File: src/rtl/seg7_pkg.sv
// Shared constants for the 7-segment scan driver: active-low {g..a} patterns,
// scan slot indices and the snapshot record.
package seg7_pkg;

    localparam logic [6:0] SEG_0     = 7'b1000000;
    localparam logic [6:0] SEG_1     = 7'b1111001;
    localparam logic [6:0] SEG_2     = 7'b0100100;
    localparam logic [6:0] SEG_3     = 7'b0110000;
    localparam logic [6:0] SEG_4     = 7'b0011001;
    localparam logic [6:0] SEG_5     = 7'b0010010;
    localparam logic [6:0] SEG_6     = 7'b0000010;
    localparam logic [6:0] SEG_7     = 7'b1111000;
    localparam logic [6:0] SEG_8     = 7'b0000000;
    localparam logic [6:0] SEG_9     = 7'b0010000;
    localparam logic [6:0] SEG_E     = 7'b0000110;
    localparam logic [6:0] SEG_MINUS = 7'b0111111;
    localparam logic [6:0] SEG_BLANK = 7'b1111111;

    localparam logic [1:0] D0 = 2'd0;
    localparam logic [1:0] D1 = 2'd1;
    localparam logic [1:0] D2 = 2'd2;
    localparam logic [1:0] D3 = 2'd3;

    typedef struct packed {
        logic [3:0] ones;
        logic [3:0] tens;
        logic [3:0] hund;
        logic       sign;
        logic [1:0] cur;
    } snap_t;

    // Active-low anode select for one scan slot.
    function automatic logic [3:0] one_cold(input logic [1:0] idx);
        return ~(4'b0001 << idx);
    endfunction

endpackage

File: src/rtl/seg7_decoder.sv
// BCD to active-low 7-segment pattern; values above 9 render as 'E'.
module seg7_decoder
    import seg7_pkg::*;
(
    input  logic [3:0] bcd,
    output logic [6:0] pattern
);

    // Pure lookup, no state.
    always_comb begin
        pattern = SEG_E;
        case (bcd)
            4'd0:    pattern = SEG_0;
            4'd1:    pattern = SEG_1;
            4'd2:    pattern = SEG_2;
            4'd3:    pattern = SEG_3;
            4'd4:    pattern = SEG_4;
            4'd5:    pattern = SEG_5;
            4'd6:    pattern = SEG_6;
            4'd7:    pattern = SEG_7;
            4'd8:    pattern = SEG_8;
            4'd9:    pattern = SEG_9;
            default: pattern = SEG_E;
        endcase
    end

endmodule

File: src/rtl/seg7_scan_driver.sv
// 4-digit common-anode scan driver with per-frame input snapshot.
// Optional leading-zero blanking: define SEG7_LEADING_ZERO_BLANK_EN.
module seg7_scan_driver
    import seg7_pkg::*;
#(
    parameter int unsigned REFRESH_DIV = 100000
) (
    input  logic       clk,
    input  logic       reset,
    input  logic [3:0] ones,
    input  logic [3:0] tens,
    input  logic [3:0] hundreds,
    input  logic       sign,
    input  logic [1:0] cursor,
    output logic [3:0] an,
    output logic [6:0] seg,
    output logic       dp,
    output logic       frame_start
);

    localparam int unsigned CNT_W = (REFRESH_DIV > 32'd1) ? $clog2(REFRESH_DIV) : 1;
    localparam logic [CNT_W-1:0] CNT_MAX = CNT_W'(REFRESH_DIV - 32'd1);

`ifdef SEG7_LEADING_ZERO_BLANK_EN
    localparam logic LZB_EN = 1'b1;
`else
    localparam logic LZB_EN = 1'b0;
`endif

    logic [CNT_W-1:0] cnt_r;
    logic [1:0]       digit_r;
    logic             load_pending_r;
    snap_t            snap_r;
    logic [3:0]       an_r;
    logic [6:0]       seg_r;
    logic             dp_r;
    logic             frame_start_r;

    logic             tick_s;
    logic             load_s;
    logic [3:0]       digit_val_s;
    logic             blank_s;
    logic             minus_s;
    logic [6:0]       dec_pat_s;
    logic [6:0]       disp_pat_s;

    assign tick_s = (cnt_r == CNT_MAX);
    assign load_s = load_pending_r | (tick_s & (digit_r == D3));

    // Refresh counter and scan slot; both hold during the post-reset load cycle
    // so the first D0 slot is as long as every other slot.
    always_ff @(posedge clk) begin
        if (reset) begin
            cnt_r          <= '0;
            digit_r        <= D0;
            load_pending_r <= 1'b1;
        end else if (load_pending_r) begin
            load_pending_r <= 1'b0;
        end else if (tick_s) begin
            cnt_r   <= '0;
            digit_r <= digit_r + 2'd1;
        end else begin
            cnt_r <= cnt_r + CNT_W'(1);
        end
    end

    // Input snapshot, taken only at frame boundaries so a frame is never torn.
    always_ff @(posedge clk) begin
        if (reset) begin
            snap_r        <= '0;
            frame_start_r <= 1'b0;
        end else begin
            frame_start_r <= load_s;
            if (load_s) begin
                snap_r <= '{ones: ones, tens: tens, hund: hundreds, sign: sign, cur: cursor};
            end else begin
                snap_r <= snap_r;
            end
        end
    end

    // Select the digit for the current slot and decide blank / minus overrides.
    always_comb begin
        digit_val_s = 4'd0;
        blank_s     = 1'b0;
        minus_s     = 1'b0;
        case (digit_r)
            D0: digit_val_s = snap_r.ones;
            D1: begin
                digit_val_s = snap_r.tens;
                blank_s     = LZB_EN & (snap_r.hund == 4'd0) & (snap_r.tens == 4'd0);
            end
            D2: begin
                digit_val_s = snap_r.hund;
                blank_s     = LZB_EN & (snap_r.hund == 4'd0);
            end
            D3: begin
                minus_s = snap_r.sign;
                blank_s = ~snap_r.sign;
            end
            default: begin
                digit_val_s = 4'd0;
                blank_s     = 1'b1;
            end
        endcase
    end

    seg7_decoder u_decoder (
        .bcd     (digit_val_s),
        .pattern (dec_pat_s)
    );

    // Apply overrides on top of the decoded pattern.
    always_comb begin
        disp_pat_s = dec_pat_s;
        if (minus_s) begin
            disp_pat_s = SEG_MINUS;
        end else if (blank_s) begin
            disp_pat_s = SEG_BLANK;
        end else begin
            disp_pat_s = dec_pat_s;
        end
    end

    // Registered display lines; kept dark until the first snapshot is in place.
    always_ff @(posedge clk) begin
        if (reset || load_pending_r) begin
            an_r  <= 4'b1111;
            seg_r <= SEG_BLANK;
            dp_r  <= 1'b1;
        end else begin
            an_r  <= one_cold(digit_r);
            seg_r <= disp_pat_s;
            dp_r  <= (digit_r == snap_r.cur) ? 1'b0 : 1'b1;
        end
    end

    assign an          = an_r;
    assign seg         = seg_r;
    assign dp          = dp_r;
    assign frame_start = frame_start_r;

endmodule

File: config.mk
export PLATFORM = sky130hd
export DESIGN_NAME = seg7_scan_driver
export DESIGN_NICKNAME = d
export VERILOG_FILES = /design/src/rtl/seg7_pkg.sv /design/src/rtl/seg7_decoder.sv /design/src/rtl/seg7_scan_driver.sv
export SDC_FILE = /design/constraint.sdc
export NUM_CORES = 1
export LEC_CHECK = 0
export CAP_MARGIN = 20
export CORE_MARGIN = 5
export CORE_UTILIZATION = 45
export DETAILED_ROUTE_END_ITERATION = 6
export PLACE_DENSITY = 0.7
export SETUP_SLACK_MARGIN = 0.2
export SLEW_MARGIN = 10
export SYNTH_ARGS = -nofsm -noshare
export SYNTH_HDL_FRONTEND = slang
export SYNTH_SLANG_ARGS = --single-unit
File: constraint.sdc
create_clock -name clk -period 2.08 [get_ports clk]
set_clock_uncertainty 0.1 [all_clocks]
set_input_delay 0.312 -clock clk [delete_from_list [all_inputs] [get_ports clk]]
set_output_delay 0.312 -clock clk [all_outputs]
set_load 0.02 [all_outputs]
### Word-level counts from Yosys, hierarchy flattened

Memory sizes are Yosys's and may differ from the RTL's.
Cells that the tools add are included.
W data, S select, Z words.

| storage, ports and cells | value |
|---|---|
| output and inout port bits | 13 |
| input bits | 17 |
| bits in read-only memories | 112 |
| memories kept | 1 |
| word-level logic and storage cells | 39 |
| register bits | 48 |

Memories:

| memory | words | bits a word | read ports | clocked after Yosys merged registers in | write ports | RTL line | text |
|---|---|---|---|---|---|---|---|
| (name not given) | 16 | 7 | 1 | 0 | 0 | seg7_decoder.sv:12 | `case (bcd)` |

| cells by class | value |
|---|---|
| shift-type cells | 1 |
| bitwise operators | 5 |
| equal/unequal tests | 5 |
| add/sub/neg operators | 2 |
| mux-type cells | 8 |
| reduce and logical (&&, ||, !) cells | 4 |

Operators with widths:

| operator | number |
|---|---|
| $add A17 B1 Y17 const B | 1 |
| $eq A17 B17 Y1 const B | 1 |
| $mux W17 | 1 |
| $mux W7 | 2 |
| $pmux W4 S3 | 1 |
| $eq A2 B2 Y1 const B | 2 |
| $mux W1 | 4 |
| $not A4 Y4 | 1 |
| $shl A1 B2 Y4 const A | 1 |
| $reduce_or A3 Y1 | 1 |
| $add A2 B1 Y2 const B | 1 |
| $eq A2 B1 Y1 const B | 1 |
| $eq A2 B2 Y1 | 1 |
| $logic_not A2 Y1 | 1 |
| $not A1 Y1 | 2 |
| $reduce_and A2 Y1 | 1 |
| $and A1 B1 Y1 | 1 |
| $logic_or A1 B1 Y1 | 1 |
| $or A1 B1 Y1 | 1 |

### Logic depth before layout (Yosys ltp)

An unclocked memory read counts as a cell.

| logic depth | value |
|---|---|
| depth after elaboration | 5 |
| mapped depth | 9 |
| mapped depth without buffers | 9 |

### By module

From an unflattened synthesis, not the netlist that was laid out.

| second synthesis, totals | value |
|---|---|
| cells, all modules | 282 |
| area total of the unflattened synthesis | 2568.7 µm² |

Modules (own cells, without submodules):

| module | sequential area each (µm²) | area each (µm²) | instances | cells each |
|---|---|---|---|---|
| seg7_scan_driver | 960.9 | 2377.3 | 1 | 255 |
| seg7_decoder | 0.0 | 191.4 | 1 | 27 |

### Worst setup path after synthesis

No wires, ideal clock.

| path | value |
|---|---|
| kind | register to register |
| start | register cnt_r[7] |
| end | register cnt_r[2] |
| stages on the path, launching flop included | 7 |
| path slack | -0.003 ns |
| library setup time | 0.115 ns |
| arrival | 1.869 ns |
| path buffers | 2 |
| data required time | 1.865 ns |
| clock period less this slack | 2.083 ns |
| cells stage by stage | dfxtp_1 > buf_6 > or4b_4 > or4_4 > o21bai_4 > buf_4 > nor2_1 |

| between the ends | value |
|---|---|
| longest elaborated chain between the ends | 2 |

RTL lines:

| element | RTL line | text |
|---|---|---|
| start: declaration | seg7_scan_driver.sv:30 | `logic [CNT_W-1:0] cnt_r;` |
| start signal: assignment | seg7_scan_driver.sv:63 | `cnt_r <= cnt_r + CNT_W'(1);` |
| $eq A17 B17 Y1 | seg7_scan_driver.sv:47 | `assign tick_s = (cnt_r == CNT_MAX);` |
| $mux W17 | seg7_scan_driver.sv:59 | `end else if (tick_s) begin` |

No other way between the ends.
A chain may end at the register's enable or synchronous reset.

### Worst setup path in the final report

| path | value |
|---|---|
| start | register cnt_r[11] |
| end | register digit_r[0] |

| between the ends | value |
|---|---|
| longest elaborated chain between the ends | 2 |

RTL lines:

| element | RTL line | text |
|---|---|---|
| $eq A17 B17 Y1 | seg7_scan_driver.sv:47 |  |
| $reduce_and A2 Y1 (no source line) | n/a |  |
| end signal: assignment | seg7_scan_driver.sv:61 | `digit_r <= digit_r + 2'd1;` |
| end: declaration | seg7_scan_driver.sv:31 | `logic [1:0] digit_r;` |

No other way between the ends.

==> reports/metrics.yaml <==
grt_overflow: 0
vias_per_cell: 5.20
dr.pass1.iters: 4
core_sq_um: 4790
vias: 1907
fmax_mhz: 486
ioPinCount: 30
grt_max_degree: 33
synthCells: 235
layout_commonest_cell: "dfxtp_1"
die_h_microns: 80.8
synth_edf_count: 0
final_nets: 327
setup_ws_ps: 22.3
ys_warn_count: 0
fp.dieArea_sq_um: 6530
leakage_nw: 1.30
async_flop_share_pct: 0
track_usage_pct: 15.8
setup_violations: 0
cts_tree: "built"
clock_sinks: 48
rsz0062_at_grt: "yes"
cp_data_required_time_ps: 2210
grt_pass1_vias: 1682
finalCritPeriodShare_pct: 98.9
hold_viol_final: 0
p_clk_share_pct: 34.5
cts_buffers: 5
crit_type: "flop to flop"
gp_congestion: 0.774
outcome: "complete, no violations"
fin_crit_ps: 2060
worstSkewPairLatency_ps: 300
final_layout_size_suffix_gt1_share_pct: 33.7
initial_core_util_pct: 47.1
fp.dieW_microns: 80.8
fin_util_pct: 69.9
power_frac_comb_pct: 15.5
ys_seq_elements: 48
root_buffer: "clkbuf_8"
dp_hpwl_mm: 3.05
path_clk_slew_ps: 90
io_buffer_count: 29
hold_class: "flop to flop"
syn_avg_cell_area_sq_um: 9.60
reg2reg_depth: 4
place_ws_ps: 36.5
cp.arrival_ps: 2190
diodes: 0
cp-start-kind: "flop"
drtIter0Drc: 94
synthFlopType: "dfxtp_1"
antenna_found_initial: 0
internal_power_mw: 1.48
ys_types: 43
max_slew_margin_pct: 66.4
ant_nets: 0
rows: 25
clockBufferDepth: 2
tightestPinTransition_ps: 502
cts.htree.levels: 2
synthToLayoutAreaGrowth_pct: 48.4
pwr-share-seq_pct: 50.0
layout_common_cells: "dfxtp_1 (41), nand2b_1 (31), clkdlybuf4s50_1 (29), buf_4 (29), mux2i_1 (17)"
synth_area_sq_um: 2260
ir_drop_mv: 0.374
grt_pass1_wl_mm: 7.91
p_sw_share_pct: 24.1
switchingPower_mw: 0.469
drc: 0
power_per_cell_area_nw_per_um2: 583
cp-end-kind: "flop"
p_total_mw: 1.95
setup_tns_ps: 0
cap_viol_max_count: 0
ctsHoldBuffers: 0
synthesis.nets: 263
worst_hold_path.num_cells: 2
seq_area_frac_synth_pct: 42.6
drt-wirelength-per-cell_microns: 14.8
maxSlewViolCount: 0
routed_wl_mm: 5.42
worstPathMaxFanout: 4
[per-layer routing]
metal	global-route usage, %	vias to the layer above	share of wire [%]
met5	0	-	0
met4	6.59	0	1.7
met3	4.55	8	3.8
met2	24.0	35	49
met1	21.1	912	46
li1	-	952	-
[registers in the layout, indices dropped and copies added (netlist names)]
register and count:
cnt_r 17, snap_r 15, seg 7, an 4
digit_r 2, dp 1, frame_start 1, load_pending_r 1
[cell type report]
type | instances | area (sq um)
timing repair buffer | 68 | 686
sequential | 48 | 975
inverter | 5 | 26.3
tap | 67 | 83.8
clock buffer | 5 | 68.8
multi-input combinational | 171 | 1470
fill | 346 | 1440
clock inverter | 3 | 41.3
[repair_timing]
action / 4_1_cts / 5_1_grt
gates resized for setup: 22 / 37
gates cloned: 1 / 1
pin swaps: 13 / 19
endpoints found under the setup margin: 39 / 42
buffers inserted: 15 / 11
[cell families (layout without fill, tap and decap cells)]
| family | after synthesis | in the layout | share of synthesized area, % |
|---|---|---|---|
| AND/OR/NAND/NOR | 99 | 99 | 25.5 |
| flip-flops | 48 | 48 | 42.6 |
| AO/OA/AOI/OAI | 30 | 30 | 9.48 |
| multiplexers | 17 | 17 | 7.54 |
| buffers and inverters | 16 | 81 | 3.33 |
| XOR/XNOR | 14 | 14 | 5.44 |
| adder cells (fa/ha/maj) | 11 | 11 | 6.10 |
[synthesized netlist by cell type, types with 2 or more instances]
cell type | count | area (sq um)
nand2b_1 | 32 | 200
or4_1 | 2 | 15.0
and4_1 | 2 | 17.5
buf_4 | 2 | 15.0
a222oi_1 | 4 | 40.0
ha_1 | 11 | 138
o21ai_0 | 9 | 45.0
nand4_1 | 5 | 31.3
dfxtp_1 | 48 | 961
nand3_1 | 9 | 45.0
or2_2 | 2 | 12.5
or3_1 | 3 | 18.8
nor2_1 | 16 | 60.1
nand2_1 | 14 | 52.6
inv_1 | 5 | 18.8
xnor2_1 | 4 | 35.0
clkbuf_1 | 8 | 30.0
a21oi_1 | 7 | 35.0
mux2i_1 | 17 | 170
xor2_1 | 10 | 87.6
o31ai_1 | 2 | 15.0
nand4b_1 | 2 | 17.5
[through the flow]
stage | hold WS [ps] | area, sq um | std cells
floorplan | 240 | 2330 | 235
global placement | 359 | 2730 | 331
detailed placement | 369 | 2730 | 331
CTS | 378 | 3070 | 355
global route | 408 | 3350 | 367
finish | 384 | 3350 | 367
[critical path: stages, from the launching register on]
cell     delay, ps
dfxtp_2        330
or4b_4         550
or4_4          470
or3_4          410
a21oi_2        120
[power groups by stage]
| stage | sequential [mW] | clock, mW | combinational, mW |
|---|---|---|---|
| 5_1_grt | 0.981 | 0.743 | 0.325 |
| 2_1_floorplan | 1.00 | 0 | 0.112 |
| 4_1_cts | 0.973 | 0.685 | 0.255 |
| 6_report | 0.976 | 0.673 | 0.303 |
| 3_3_place_gp | 0.995 | 0 | 0.208 |
| 3_5_place_dp | 0.995 | 0 | 0.211 |
[path summary, 6_finish.rpt]
kind | start | endpoint | slack [ps]
worst min-delay path | snap_r[3] | snap_r[3] | 380
worst max-delay path | cnt_r[11] | digit_r[0] | 20
worst min register to register | snap_r[3] | snap_r[3] | 380
worst max register to register | cnt_r[11] | digit_r[0] | 20
(Power assumes the default switching activity.)
